## config.mk

```make
export PLATFORM = sky130hd
export DESIGN_NAME = instr_fetch
export DESIGN_NICKNAME = d
export VERILOG_FILES = /design/src/rtl/instr_fetch.sv
export SDC_FILE = /design/constraint.sdc
export NUM_CORES = 1
export LEC_CHECK = 0
export CORE_ASPECT_RATIO = 1.75
export CORE_UTILIZATION = 41
export DETAILED_ROUTE_END_ITERATION = 6
export GPL_TIMING_DRIVEN = 1
export HOLD_SLACK_MARGIN = 0.1
export PLACE_DENSITY = 0.81
export SLEW_MARGIN = 20
export SYNTH_ARGS = -nofsm -noshare
export SYNTH_HDL_FRONTEND = slang
export SYNTH_SLANG_ARGS = --single-unit
```

## constraint.sdc

```tcl
create_clock -name clk -period 2.8 [get_ports clk]
set_input_delay 0.56 -clock clk [delete_from_list [all_inputs] [get_ports clk]]
set_output_delay 0.56 -clock clk [all_outputs]
set_load 0.01 [all_outputs]
```

## src/rtl/instr_fetch.sv

```systemverilog
// Instruction fetch unit: IDLE/REQ/WAIT/HOLD sequencer between the control FSM, instruction memory and decode.
// Optional macro FETCH_MISALIGN_CHECK_EN enables the misaligned-PC fault path (no memory request for misaligned PCs).
module instr_fetch #(
    parameter int unsigned TIMEOUT_CYCLES = 255
) (
    input  logic        clk,
    input  logic        rst,
    input  logic [31:0] pc_in,
    input  logic        fetch_start,
    output logic        imem_req_valid,
    input  logic        imem_req_ready,
    output logic [31:0] imem_req_addr,
    input  logic        imem_rsp_valid,
    input  logic [31:0] imem_rsp_data,
    input  logic        imem_rsp_err,
    output logic        ir_valid,
    input  logic        ir_ready,
    output logic [31:0] ir_out,
    output logic [31:0] ir_pc,
    output logic        fetch_busy,
    output logic        fault_access,
    output logic        fault_misalign
);

    localparam logic [31:0] NOP_INSTR     = 32'h0000_0013;
    localparam logic [31:0] RESET_PC      = 32'h8000_0000;
    localparam logic [7:0]  TIMEOUT_LIMIT = 8'(TIMEOUT_CYCLES);

    typedef enum logic [1:0] {IDLE, REQ, WAIT, HOLD} state_t;

    state_t      state_reg, state_next;
    logic [31:0] addr_reg, addr_next;
    logic [31:0] ir_pc_reg, ir_pc_next;
    logic [31:0] ir_out_reg, ir_out_next;
    logic [7:0]  cnt_reg, cnt_next;
    logic        fault_access_reg, fault_access_next;
    logic        launch;
`ifdef FETCH_MISALIGN_CHECK_EN
    logic        fault_misalign_reg, fault_misalign_next;
`endif

    always_ff @(posedge clk) begin
        if (rst) begin
            state_reg        <= IDLE;
            addr_reg         <= RESET_PC;
            ir_pc_reg        <= RESET_PC;
            ir_out_reg       <= NOP_INSTR;
            cnt_reg          <= 8'd0;
            fault_access_reg <= 1'b0;
        end else begin
            state_reg        <= state_next;
            addr_reg         <= addr_next;
            ir_pc_reg        <= ir_pc_next;
            ir_out_reg       <= ir_out_next;
            cnt_reg          <= cnt_next;
            fault_access_reg <= fault_access_next;
        end
    end

`ifdef FETCH_MISALIGN_CHECK_EN
    always_ff @(posedge clk) begin
        if (rst) begin
            fault_misalign_reg <= 1'b0;
        end else begin
            fault_misalign_reg <= fault_misalign_next;
        end
    end
`endif

    always_comb begin
        state_next        = state_reg;
        addr_next         = addr_reg;
        ir_pc_next        = ir_pc_reg;
        ir_out_next       = ir_out_reg;
        cnt_next          = cnt_reg;
        fault_access_next = fault_access_reg;
        launch            = 1'b0;
`ifdef FETCH_MISALIGN_CHECK_EN
        fault_misalign_next = fault_misalign_reg;
`endif

        case (state_reg)
            IDLE: begin
                launch = fetch_start;
            end
            REQ: begin
                if (imem_req_ready) begin
                    state_next = WAIT;
                    cnt_next   = 8'd0;
                end
            end
            WAIT: begin
                if (imem_rsp_valid) begin
                    state_next        = HOLD;
                    ir_out_next       = imem_rsp_err ? NOP_INSTR : imem_rsp_data;
                    fault_access_next = imem_rsp_err;
                end else begin
                    cnt_next = cnt_reg + 8'd1;
                    // Timeout fires on the cycle the counter would reach the limit.
                    if (cnt_reg + 8'd1 == TIMEOUT_LIMIT) begin
                        state_next        = HOLD;
                        ir_out_next       = NOP_INSTR;
                        fault_access_next = 1'b1;
                    end
                end
            end
            HOLD: begin
                if (ir_ready) begin
                    state_next        = IDLE;
                    fault_access_next = 1'b0;
`ifdef FETCH_MISALIGN_CHECK_EN
                    fault_misalign_next = 1'b0;
`endif
                    launch = fetch_start;
                end
            end
            default: state_next = IDLE;
        endcase

        if (launch) begin
            addr_next  = pc_in;
            ir_pc_next = pc_in;
            state_next = REQ;
`ifdef FETCH_MISALIGN_CHECK_EN
            // Misaligned PC bypasses memory entirely and reports a fault as the fetched word.
            if (pc_in[1:0] != 2'b00) begin
                state_next          = HOLD;
                ir_out_next         = NOP_INSTR;
                fault_misalign_next = 1'b1;
            end
`endif
        end
    end

    assign imem_req_valid = (state_reg == REQ);
    assign imem_req_addr  = addr_reg;
    assign ir_valid       = (state_reg == HOLD);
    assign ir_out         = ir_out_reg;
    assign ir_pc          = ir_pc_reg;
    assign fetch_busy     = (state_reg != IDLE);
    assign fault_access   = fault_access_reg;
`ifdef FETCH_MISALIGN_CHECK_EN
    assign fault_misalign = fault_misalign_reg;
`else
    assign fault_misalign = 1'b0;
`endif

endmodule

```

## Word-level counts from Yosys, hierarchy flattened

Index checks and enable logic that the tools add are counted.

| cells by class | value |
|---|---|
| add/subtract/negate cells | 1 |
| multiplexer cells | 18 |
| equality and inequality tests | 11 |
| reductions and logical operators | 13 |

Operators with widths:

| kind | number |
|---|---|
| 32-bit 2-to-1 mux | 3 |
| 8-bit 2-to-1 mux | 2 |
| 8-bit case mux with 2 select lines | 1 |
| 8-bit by 1-bit adder with 8-bit output (second input constant) | 1 |
| 8-bit == test (second input constant) | 1 |
| 2-bit 2-to-1 mux | 4 |
| 4-bit AND reduction | 2 |
| 2-bit nonzero test | 4 |
| 3-bit by 1-bit inequality test with 1-bit output (second input constant) | 2 |
| 2-bit case mux with 3 select lines | 1 |
| 3-bit AND reduction | 2 |
| 1-bit 2-to-1 mux | 5 |
| 2-bit == test (second input constant) | 2 |
| 2-bit by 1-bit inequality test with 1-bit output (second input constant) | 2 |
| 4-bit inequality test (second input constant) | 1 |
| 1-bit case mux with 2 select lines | 2 |
| 4-bit nonzero test | 1 |
| 3-bit inequality test (second input constant) | 1 |
| 3-bit nonzero test | 1 |
| 2-bit by 1-bit == test with 1-bit output (second input constant) | 1 |
| 2-bit zero test | 1 |
| 2-bit inequality test (second input constant) | 1 |
| 2-bit AND reduction | 1 |
| 2-bit OR reduction | 1 |

| storage, ports and cells | value |
|---|---|
| output and inout port bits | 101 |
| logic and storage cells | 49 |
| register bits | 75 |

## Logic depth before layout (Yosys ltp)

Gate-level depths: netlist of the first run.

| logic depth | value |
|---|---|
| depth in word-level cells | 6 |
| gate-level depth with buffers | 9 |

## Worst setup path before layout of the first run

OpenSTA, ideal clock, no wires.

| timing path | value |
|---|---|
| path type | flip-flop to flip-flop |
| start point | reg cnt_reg[1] |
| end point | reg ir_out_reg[10] (netlist: ir_out[10]) |
| setup slack | 741 ps |
| path buffers | 2 |
| data arrival time | 1925 ps |
| cell stages (with the launch flop) | 9 |
| clock period less this slack | 2059 ps |
| cell sequence | dfxtp_1 -> ha_1 -> and3_1 -> mux2_2 -> a221o_2 -> nand2_2 -> buf_6 -> buf_8 -> a211oi_1 |

| between the ends | value |
|---|---|
| cells in the longest elaborated chain, start to end | 4 |

RTL lines:

| what | RTL line | source |
|---|---|---|
| from (decl) | 35 | `logic [7:0] cnt_reg, cnt_next;` |
| from (signal assigned) | 55 | `cnt_reg <= cnt_next;` |
| 8-bit by 1-bit adder with 8-bit output | 100 | `if (cnt_reg + 8'd1 == TIMEOUT_LIMIT) begin` |
| 8-bit == test | 100 |  |
| 2-bit nonzero test (no source line) | -- |  |
| 2-bit AND reduction (no source line) | -- |  |
| to (signal assigned) | 54 | `ir_out_reg <= ir_out_next;` |
| to (decl) | 34 | `logic [31:0] ir_out_reg, ir_out_next;` |

Every way passes these cells.
A chain may end at the register's enable or synchronous reset.

## Worst setup path in the final report of the first run

| timing path | value |
|---|---|
| start point | reg cnt_reg[0] |
| end point | reg ir_out_reg[3] (netlist: ir_out[3]) |

The elaborated chain is that of the path after synthesis.

==> results.md, run 1 <==
* Status: finished clean
* Comb power frac at 36.1%
* CTS Hold Bufs at 0
* Sw frac at 30.8%
* CP endpoint: ir_out[3]$_SDFFE_PP0P_
* TritonCTS clock tree: built
* Syn_area_per_cell at 8.14 um2
* Hold slack at 466 ps
* Non-filler cells, final at 650
* Async set or reset register ratio after synthesis at 0%
* Share of the yosys chip area belonging to registers at 43.2%
* Clock Sinks at 75
* Post-Syn Area at 0.00348 mm2
* Initial antenna violation count at 0
* CTS H-Tree Depth at 3
* DRC Markers at 0
* Core Rows at 44
* Power Density at 779 mW/mm2
* Design Area, Final at 0.00532 mm2
* Reg clk slew, reported paths at 60 ps
* Worst Reg-to-Reg Cells at 7
* Ys flop type: dfxtp_1
* Hold Crit Class: flip-flop to flip-flop
* Worst-skew pair later-pin latency at 330 ps
* Total congestion overflow at 0
* Yosys warns at 0
* R2R Path End: ir_out[3]$_SDFFE_PP0P_
* Final count of hold timing violations at 0
* Max frequency at 412 MHz
* Tot GR Track Use at 21.7%
* FF-to-FF setup slack at 370 ps
* P_leak at 1.89 nW
* Vias in the first global route at 3315
* Filler cell count at 693
* Post-route ant nets at 0
* Reg area at 0.00150 mm2
* Share of layout cells above drive strength 1 at 6.45%
* Mapped Cells at 427
* 1st-pass router iterations at 5
* Sw power at 1.28 mW
* First-pass GRT wire length at 15.2 mm
* Crit path time final at 2430 ps
* RR Startpoint: cnt_reg[0]$_SDFFE_PP0P_
* Unique masters post-synth at 44
* GPL Wtd Cong at 0.825
* PortBufs at 170
* Syn-to-layout area delta at 53.1%
* Routed wire length at 9.58 mm
* Largest net degree at the start of global routing at 59
* Die W at 71.6 um
* Slew Viols, Final at 0
* Worst setup path start: cnt_reg[0]$_SDFFE_PP0P_
* Setup TNS Final at 0 ps
* Max-slew headroom at 36.5%
* Die H at 124 um
* Post-Syn Nets at 505
* Routed via count at 3502
* HPWL Detailed at 6.70 mm
* Total Nets Final at 631
* 1st-iter DRT viols at 152
* Setup Buffers After CTS at 0
* Register share of total power at 33.2%
* Crit path capture type: flip-flop
* Post-DP Area at 0.00499 mm2
* Layout Skew at 6.07 ps
* Avg Vias per Cell at 5.39
* Hold_sp: ir_pc[22]$_SDFFE_PP0P_
* CP arrival at 2620 ps
* Initial core utilization at 42.1%
* RSZ-0062 raised after global routing: false
* Post-CTS Resized at 0
* CTS root buffer: clkbuf_16
* Number of diodes at 0
* I/O pin cnt at 172
* WP data required at 2990 ps
* CP Class: flip-flop to flip-flop
* Count of state elements after synthesis at 75
* Clock share of power at 30.7%
* Max Cap Viol at 0
* Number of synthesized flops with an enable pin at 0
* Core area at 0.00826 mm2
* Max VDD drop at 394 uV
* Multi-input gate area at 0.00158 mm2
* Crit path launch type: flip-flop
* Crit-path max FO at 29
* Dpl cells at 634
* Clock Path Buffers at 2
* Int Pwr at 2.87 mW
* Die ar. at 0.00887 mm2
* Slew @ Worst Pin at 953 ps
* Final setup violation count at 0
* Tcrit/Tclk final at 86.8%
* Cts bufs inserted at 9
* Routed len/inst at 14.7 um
## cell type report
class | instances | area share (%)
Multi-Input combinational cell | 283 | 29.7
Sequential cell | 75 | 28.2
Clock inverter | 5 | 1.57
Inverter | 7 | 0.494
Tap cell | 92 | 2.16
Clock buffer | 11 | 4.75
Timing Repair Buffer | 177 | 33.1
## logic make-up after synthesis
group | count (synthesis) | share of synthesized area, %
AOI/OAI and AO/OA | 158 | 26.2
adders and majority gates | 7 | 2.52
other | 1 | 0.108
DFF | 75 | 43.2
and+or+nand+nor | 115 | 15.7
muxes | 2 | 0.612
buffers and inverters | 69 | 11.7
## through the flow
stage,total power [mW],setup WS (ps),utilization [%]
after floorplan,2.23,741,-
after global placement,2.86,401,60.4
after detailed placement,2.90,338,60.4
after CTS,4.18,404,64.5
after global routing,4.41,258,64.5
final,4.15,370,64.5
## per-layer routing
| layer | vias up | GRT usage, % | share of wire (%) | routed length, um |
|---|---|---|---|---|
| met5 | - | 0 | 0 | 0 |
| met4 | 0 | 9.93 | 2.0 | 191 |
| met3 | 17 | 7.85 | 7.9 | 754 |
| met2 | 149 | 37.3 | 52 | 4990 |
| met1 | 1615 | 23.7 | 38 | 3650 |
| li1 | 1721 | - | - | - |
## Yosys cell counts, types with 2 or more instances
| cell type | count | area share [%] |
|---|---|---|
| a21oi_1 | 101 | 15 |
| nand3_1 | 2 | 0.29 |
| nor3_1 | 2 | 0.29 |
| nor2b_1 | 4 | 0.72 |
| nand3b_1 | 2 | 0.43 |
| or3_1 | 4 | 0.72 |
| o21ai_0 | 14 | 2.0 |
| nor3b_1 | 3 | 0.65 |
| buf_2 | 3 | 0.43 |
| nand2b_1 | 3 | 0.54 |
| inv_1 | 6 | 0.65 |
| ha_1 | 7 | 2.5 |
| clkbuf_1 | 24 | 2.6 |
| nor2_1 | 9 | 0.97 |
| o211a_1 | 2 | 0.58 |
| and3_1 | 2 | 0.36 |
| a21boi_0 | 2 | 0.43 |
| buf_4 | 33 | 7.1 |
| a211oi_1 | 31 | 6.7 |
| nand4_1 | 2 | 0.36 |
| nand2_1 | 71 | 7.7 |
| or3b_2 | 4 | 1.0 |
| dfxtp_1 | 75 | 43 |
## how the worst min path moves through the flow
stage                              endpoint  slack, ps  depth (start not counted)
global placement     ir_pc[23]$_SDFFE_PP0P_        450                          2
CTS                  ir_pc[22]$_SDFFE_PP0P_        470                          2
floorplan           cnt_reg[7]$_SDFFE_PP0P_        470                          2
global route         ir_pc[28]$_SDFFE_PP0P_        500                          2
finish               ir_pc[22]$_SDFFE_PP0P_        470                          2
detailed placement   ir_pc[22]$_SDFFE_PP0P_        460                          2
## critical path: stages (launching register included)
cell,delay (ps)
dfxtp_1,450
ha_1,310
and3_1,230
mux2_2,360
a221o_2,390
nand2_2,90
buf_4,300
a211oi_1,150
## placed cells by master (no fill, tap or decap), types with 7 or more instances in the layout
| cell type | count |
|---|---|
| a211oi_1 | 31 |
| a21oi_1 | 101 |
| clkbuf_16 | 9 |
| clkdlybuf4s50_1 | 169 |
| dfxtp_1 | 75 |
| ha_1 | 7 |
| nand2_1 | 71 |
| nor2_1 | 9 |
| o21ai_0 | 14 |
## power groups by stage
stage	clock [mW]	sequential [mW]	combinational [mW]
after floorplan	0	1.45	0.772
after global placement	0	1.39	1.47
after detailed placement	0	1.40	1.50
after CTS	1.30	1.38	1.51
after global routing	1.36	1.40	1.65
final	1.27	1.38	1.50
Power figures use the tool's default switching activity.
==> run 2, diff against run 1 <==
- REMOVE_ABC_BUFFERS: default -> 1
- SLEW_MARGIN: 20 -> default
==> results.md, run 2 (synthesis results as in run 1) <==
* 1st-iter DRT viols at 170 (+12%)
* Cts bufs inserted at 9 (unchanged)
* Tot GR Track Use at 22.0% (+0.24 points)
* Die W at 71.6 um (unchanged)
* First-pass GRT wire length at 15.5 mm (+2.1%)
* Clock Sinks at 75 (unchanged)
* Most frequent cells in the layout: 169 x clkdlybuf4s50_1, 101 x a21oi_1, 75 x dfxtp_1
* Core Rows at 44 (unchanged)
* Core area at 0.00826 mm2 (unchanged)
* Layout Skew at 7.14 ps (+1.07 ps)
* HPWL Detailed at 7.16 mm (+6.9%)
* PortBufs at 170 (unchanged)
* RSZ-0062 raised after global routing: false
* Final count of hold timing violations at 0 (unchanged)
* Crit path capture type: flip-flop
* Initial core utilization at 42.1% (unchanged)
* Number of diodes at 0 (unchanged)
* Hold Crit Class: flip-flop to flip-flop
* P_leak at 1.88 nW (-0.37%)
* Die H at 124 um (unchanged)
* Slowest cell delay on critical path at 450 ps (about the same)
* Max VDD drop at 411 uV (+4.4%)
* CTS Hold Bufs at 0 (unchanged)
* Slew @ Worst Pin at 900 ps (-52.6 ps)
* Crit-path max FO at 29 (unchanged)
* Worst-skew pair later-pin latency at 330 ps (about the same)
* Multi-input gate area at 0.00158 mm2 (unchanged)
* CP Class: flip-flop to flip-flop
* Worst Reg-to-Reg Cells at 6 (-1)
* Setup Buffers After CTS at 0 (unchanged)
* Clock Path Buffers at 2 (unchanged)
* Max Cap Viol at 0 (unchanged)
* Worst path slowest cell: nand2_2
* WP data required at 2980 ps (about the same)
* Final setup violation count at 0 (unchanged)
* Syn-to-layout area delta at 52.5%
* Max-slew headroom at 40.0% (+3.5 points)
* Max frequency at 398 MHz (-3.3%)
* Core Util, Final at 64.2% (-0.23 points)
* Reg area at 0.00150 mm2 (unchanged)
* Crit. path cell count at 6 (-1)
* Reg clk slew, reported paths at 60 ps (about the same)
* CP Buf/Inv Count at 0 (-1)
* Design Area, Final at 0.00530 mm2 (-0.35%)
* CTS H-Tree Depth at 3 (unchanged)
* Largest net degree at the start of global routing at 59 (unchanged)
* Slew Viols, Final at 0 (unchanged)
* Post-CTS Resized at 0 (unchanged)
* TritonCTS clock tree: built
* Total Nets Final at 629 (-0.32%)
* Die ar. at 0.00887 mm2 (unchanged)
* CTS root buffer: clkbuf_16
* Status: finished clean
* Routed wire length at 9.87 mm (+3.0%)
* Avg Vias per Cell at 5.32 (-1.3%)
* Tcrit/Tclk final at 89.7% (+2.9 points)
* Filler cell count at 727 (+4.9%)
* Initial antenna violation count at 0 (unchanged)
* Power Density at 774 mW/mm2 (-0.60%)
* Post-route ant nets at 0 (unchanged)
* I/O pin cnt at 172 (unchanged)
* 1st-pass router iterations at 4 (-1)
* Share of layout cells above drive strength 1 at 5.76% (-0.70 points)
* Largest delay share family, worst path: simple AND/OR/NAND/NOR gates
* Routed len/inst at 15.2 um (+3.3%)
* Crit path launch type: flip-flop
* Crit path time final at 2510 ps (+81.7 ps)
* Total congestion overflow at 0 (unchanged)
* FF-to-FF setup slack at 290 ps (-80 ps)
* DRC Markers at 0 (unchanged)
* WHS Path Cells at 2 (unchanged)
* Routed via count at 3447 (-1.6%)
* GPL Wtd Cong at 0.899 (+9.0%)
* CP arrival at 2690 ps (+70 ps)
* Post-DP Area at 0.00498 mm2 (about the same)
* CP Cell Sequence: ha_1 > and3_1 > mux2_2 > a221o_2 > nand2_2 > a211oi_1
* Commonest non-fill, non-tap cell in the layout: clkdlybuf4s50_1
* Vias in the first global route at 3374 (+1.8%)
==> run 2: cell types whose count changed in the layout (fill, tap and decap cells not counted), sizes merged <==
cell / before / now
inv: 8 / 7
clkbuf: 11 / 12
buf: 8 / 6
clkinv: 0 / 2
clkinvlp: 2 / 0
==> run 2: stage by stage <==
stage	TNS (ps)	hold WS, ps	setup slack (ps)	std cells	power (mW)
6_report	0	466	288	648	4.11
5_1_grt	0	496	80.7	648	4.35
4_1_cts	0	472	305	648	4.14
3_5_place_dp	0	464	292	632	2.90
3_3_place_gp	0	453	392	632	2.86
2_1_floorplan	-11580	465	-326	365	2.01
==> run 2: area by class of cell <==
class | instances | share of cell area [%]
clock buffer | 12 | 4.65
clock inverter | 4 | 1.39
inverter | 7 | 0.495
multi-input combinational | 283 | 29.8
sequential | 75 | 28.3
tap | 92 | 2.17
timing repair buffer | 175 | 33.2
==> run 2: power by group <==
group | switching, mW | leakage [nW] | internal [mW]
clock | 0.421 | 0.157 | 0.805
sequential | 0.140 | 0.609 | 1.24
combinational | 0.710 | 1.12 | 0.788
total | 1.27 | 1.88 | 2.84
==> run 2: routing by layer <==
metal | vias up | track usage, % | wire length [um]
met2 | 112 | 38.8 | 5240
met3 | 19 | 5.18 | 528
met5 | - | 0 | 0
met1 | 1606 | 24.4 | 3820
li1 | 1710 | - | -
met4 | 0 | 11.0 | 278
==> run 2: worst paths after layout <==
path / startpoint / endpoint
min: ir_pc[1]$_SDFFE_PP0P_ / ir_pc[1]$_SDFFE_PP0P_
max: cnt_reg[1]$_SDFFE_PP0P_ / ir_out[26]$_SDFFE_PP0P_
min reg2reg: ir_pc[1]$_SDFFE_PP0P_ / ir_pc[1]$_SDFFE_PP0P_
max reg2reg: cnt_reg[1]$_SDFFE_PP0P_ / ir_out[26]$_SDFFE_PP0P_
==> run 2: tightest hold or removal path: stages, from the launching register on <==
cell and delay (ps):
dfxtp_1 310, nand2_1 50, a21oi_1 50
==> run 3, diff against run 2 <==
- CORE_MARGIN: default -> 3
- clock period: 2.8 -> 2.6 ns (I/O delays scaled with it)
==> results.md, run 3 (synthesis results as in run 1) <==
* CP arrival at 2560 ps (-130 ps)
* FF-to-FF setup slack at 210 ps (-80 ps)
* Clock Sinks at 75 (unchanged)
* Final count of hold timing violations at 0 (unchanged)
* Core Rows at 43 (-2.3%)
* Slew @ Worst Pin at 825 ps (-75.2 ps)
* CTS H-Tree Depth at 3 (unchanged)
* Total congestion overflow at 0 (unchanged)
* Initial antenna violation count at 0 (unchanged)
* Worst setup path start: cnt_reg[1]$_SDFFE_PP0P_
* Reg clk slew, reported paths at 60 ps (about the same)
* Commonest non-fill, non-tap cell in the layout: clkdlybuf4s50_1
* Routed len/inst at 15.7 um (+2.8%)
* Crit path capture type: flip-flop
* Met1 usage at 23.1% (-1.3 points)
* Max Cap Viol at 0 (unchanged)
* Worst-skew pair later-pin latency at 330 ps (about the same)
* DRC Markers at 0 (unchanged)
* Tot GR Track Use at 21.1% (-0.91 points)
* HPWL Detailed at 7.56 mm (+5.6%)
* P_leak at 1.89 nW (+0.38%)
* Worst path slowest cell: dfxtp_1
* I/O pin cnt at 172 (unchanged)
* WP data required at 2770 ps (-210 ps)
* Post-DP Area at 0.00502 mm2 (+0.70%)
* Dpl cells at 635 (+0.47%)
* TritonCTS clock tree: built
* Hold Crit Class: flip-flop to flip-flop
* Design Area, Final at 0.00529 mm2 (-0.26%)
* Slowest cell delay on critical path at 440 ps (about the same)
* Crit-path max FO at 20 (-31%)
* CP endpoint: ir_out[19]$_SDFFE_PP0P_
* Filler cell count at 667 (-8.3%)
* 1st-iter DRT viols at 121 (-29%)
* Crit. path cell count at 7 (+1)
* Syn-to-layout area delta at 52.1%
* Die H at 128 um (+3.2%)
* Clock Path Buffers at 2 (unchanged)
* Max VDD drop at 549 uV (+34%)
* Final setup violation count at 0 (unchanged)
* Core area at 0.00807 mm2 (-2.3%)
* Most frequent cells in the layout: 169 x clkdlybuf4s50_1, 101 x a21oi_1, 75 x dfxtp_1
* 1st-pass router iterations at 4 (unchanged)
* Crit path launch type: flip-flop
* Status: finished clean
* Tcrit/Tclk final at 92.0% (+2.3 points)
* Crit path time final at 2390 ps (-119 ps)
* CP Class: flip-flop to flip-flop
* Power Density at 803 mW/mm2 (+3.7%)
* Avg Vias per Cell at 5.43 (+2.0%)
* Max frequency at 418 MHz (+5.0%)
* Busiest grt layer: met2
* CP Cell Sequence: ha_1 > and3_1 > mux2_2 > a221o_2 > nand2_2 > buf_12 > a211oi_1
* CP Buf/Inv Count at 1 (+1)
* Cts bufs inserted at 9 (unchanged)
* Slew Viols, Final at 0 (unchanged)
* Largest delay share family, worst path: compound AO/OA/AOI/OAI gates
* Hold slack at 466 ps (-0.232 ps)
* Routed wire length at 10.2 mm (+3.3%)
* Initial core utilization at 43.1% (+0.98 points)
* Post-route ant nets at 0 (unchanged)
* Share of layout cells above drive strength 1 at 6.77% (+1.0 points)
* CTS Hold Bufs at 0 (unchanged)
* Worst Reg-to-Reg Cells at 7 (+1)
* Largest net degree at the start of global routing at 59 (unchanged)
* Die W at 75.6 um (+5.6%)
* Post-CTS Resized at 0 (unchanged)
* R2R Path End: ir_out[19]$_SDFFE_PP0P_
* Met2 Usage GRT at 36.3% (-2.5 points)
* GR met3 Demand/Resource at 4.63% (-0.55 points)
* Setup TNS Final at 0 ps (unchanged)
* CTS root buffer: clkbuf_16
* Setup Buffers After CTS at 0 (unchanged)
* Layout Skew at 9.14 ps (+2.01 ps)
* Max-slew headroom at 45.0% (+5.0 points)
* GPL Wtd Cong at 0.872 (-3.0%)
* Die ar. at 0.00967 mm2 (+9.0%)
* Core Util, Final at 65.6% (+1.3 points)
* RSZ-0062 raised after global routing: false
* First-pass GRT wire length at 15.8 mm (+2.3%)
* Routed via count at 3532 (+2.5%)
* Vias in the first global route at 3387 (+0.39%)
* Number of diodes at 0 (unchanged)
* Total Nets Final at 634 (+0.79%)
* Non-filler cells, final at 651 (+0.46%)
* PortBufs at 170 (unchanged)
* RR Startpoint: cnt_reg[1]$_SDFFE_PP0P_
[run 3: power breakdown]
part / switching, mW / internal (mW)
sequential: 0.146 / 1.34
clock: 0.465 / 0.666
combinational: 0.769 / 0.864
total: 1.38 / 2.87
[run 3: layout make-up]
cell class / instances / area (um2) / area share (%)
Timing Repair Buffer: 180 / 1800 / 34.0
Multi-Input combinational cell: 283 / 1580 / 29.9
Sequential cell: 75 / 1500 / 28.4
Clock buffer: 11 / 243 / 4.59
Tap cell: 90 / 113 / 2.13
Clock inverter: 5 / 28.8 / 0.544
Inverter: 7 / 26.3 / 0.497
[run 3: routing by layer]
metal,part of all wire (%),routed length [um],up-vias
met2,53,5380,131
met4,3.8,385,0
li1,-,-,1727
met3,5.6,573,27
met5,0,0,-
met1,38,3850,1647
[run 3: worst min path at each step]
stage | from | to | depth (start not counted)
after floorplan | cnt_reg[7]$_SDFFE_PP0P_ | cnt_reg[7]$_SDFFE_PP0P_ | 2
after global placement | ir_pc[21]$_SDFFE_PP0P_ | ir_pc[21]$_SDFFE_PP0P_ | 2
after detailed placement | ir_pc[21]$_SDFFE_PP0P_ | ir_pc[21]$_SDFFE_PP0P_ | 2
after CTS | ir_pc[21]$_SDFFE_PP0P_ | ir_pc[21]$_SDFFE_PP0P_ | 2
after global routing | ir_pc[26]$_SDFFE_PP0P_ | ir_pc[26]$_SDFFE_PP0P_ | 2
final | ir_pc[8]$_SDFFE_PP0P_ | ir_pc[8]$_SDFFE_PP0P_ | 2
[run 3: through the flow]
step	worst slack (ps)	power (mW)
CTS	216	4.29
global route	50.7	4.50
finish	208	4.25
floorplan	-526	2.16
detailed placement	240	3.16
global placement	321	3.11
[run 3: tightest hold or removal path, cell delays in order, from the launching register on]
cell     delay (ps)
dfxtp_1         310
nand2_1          50
a21oi_1          50
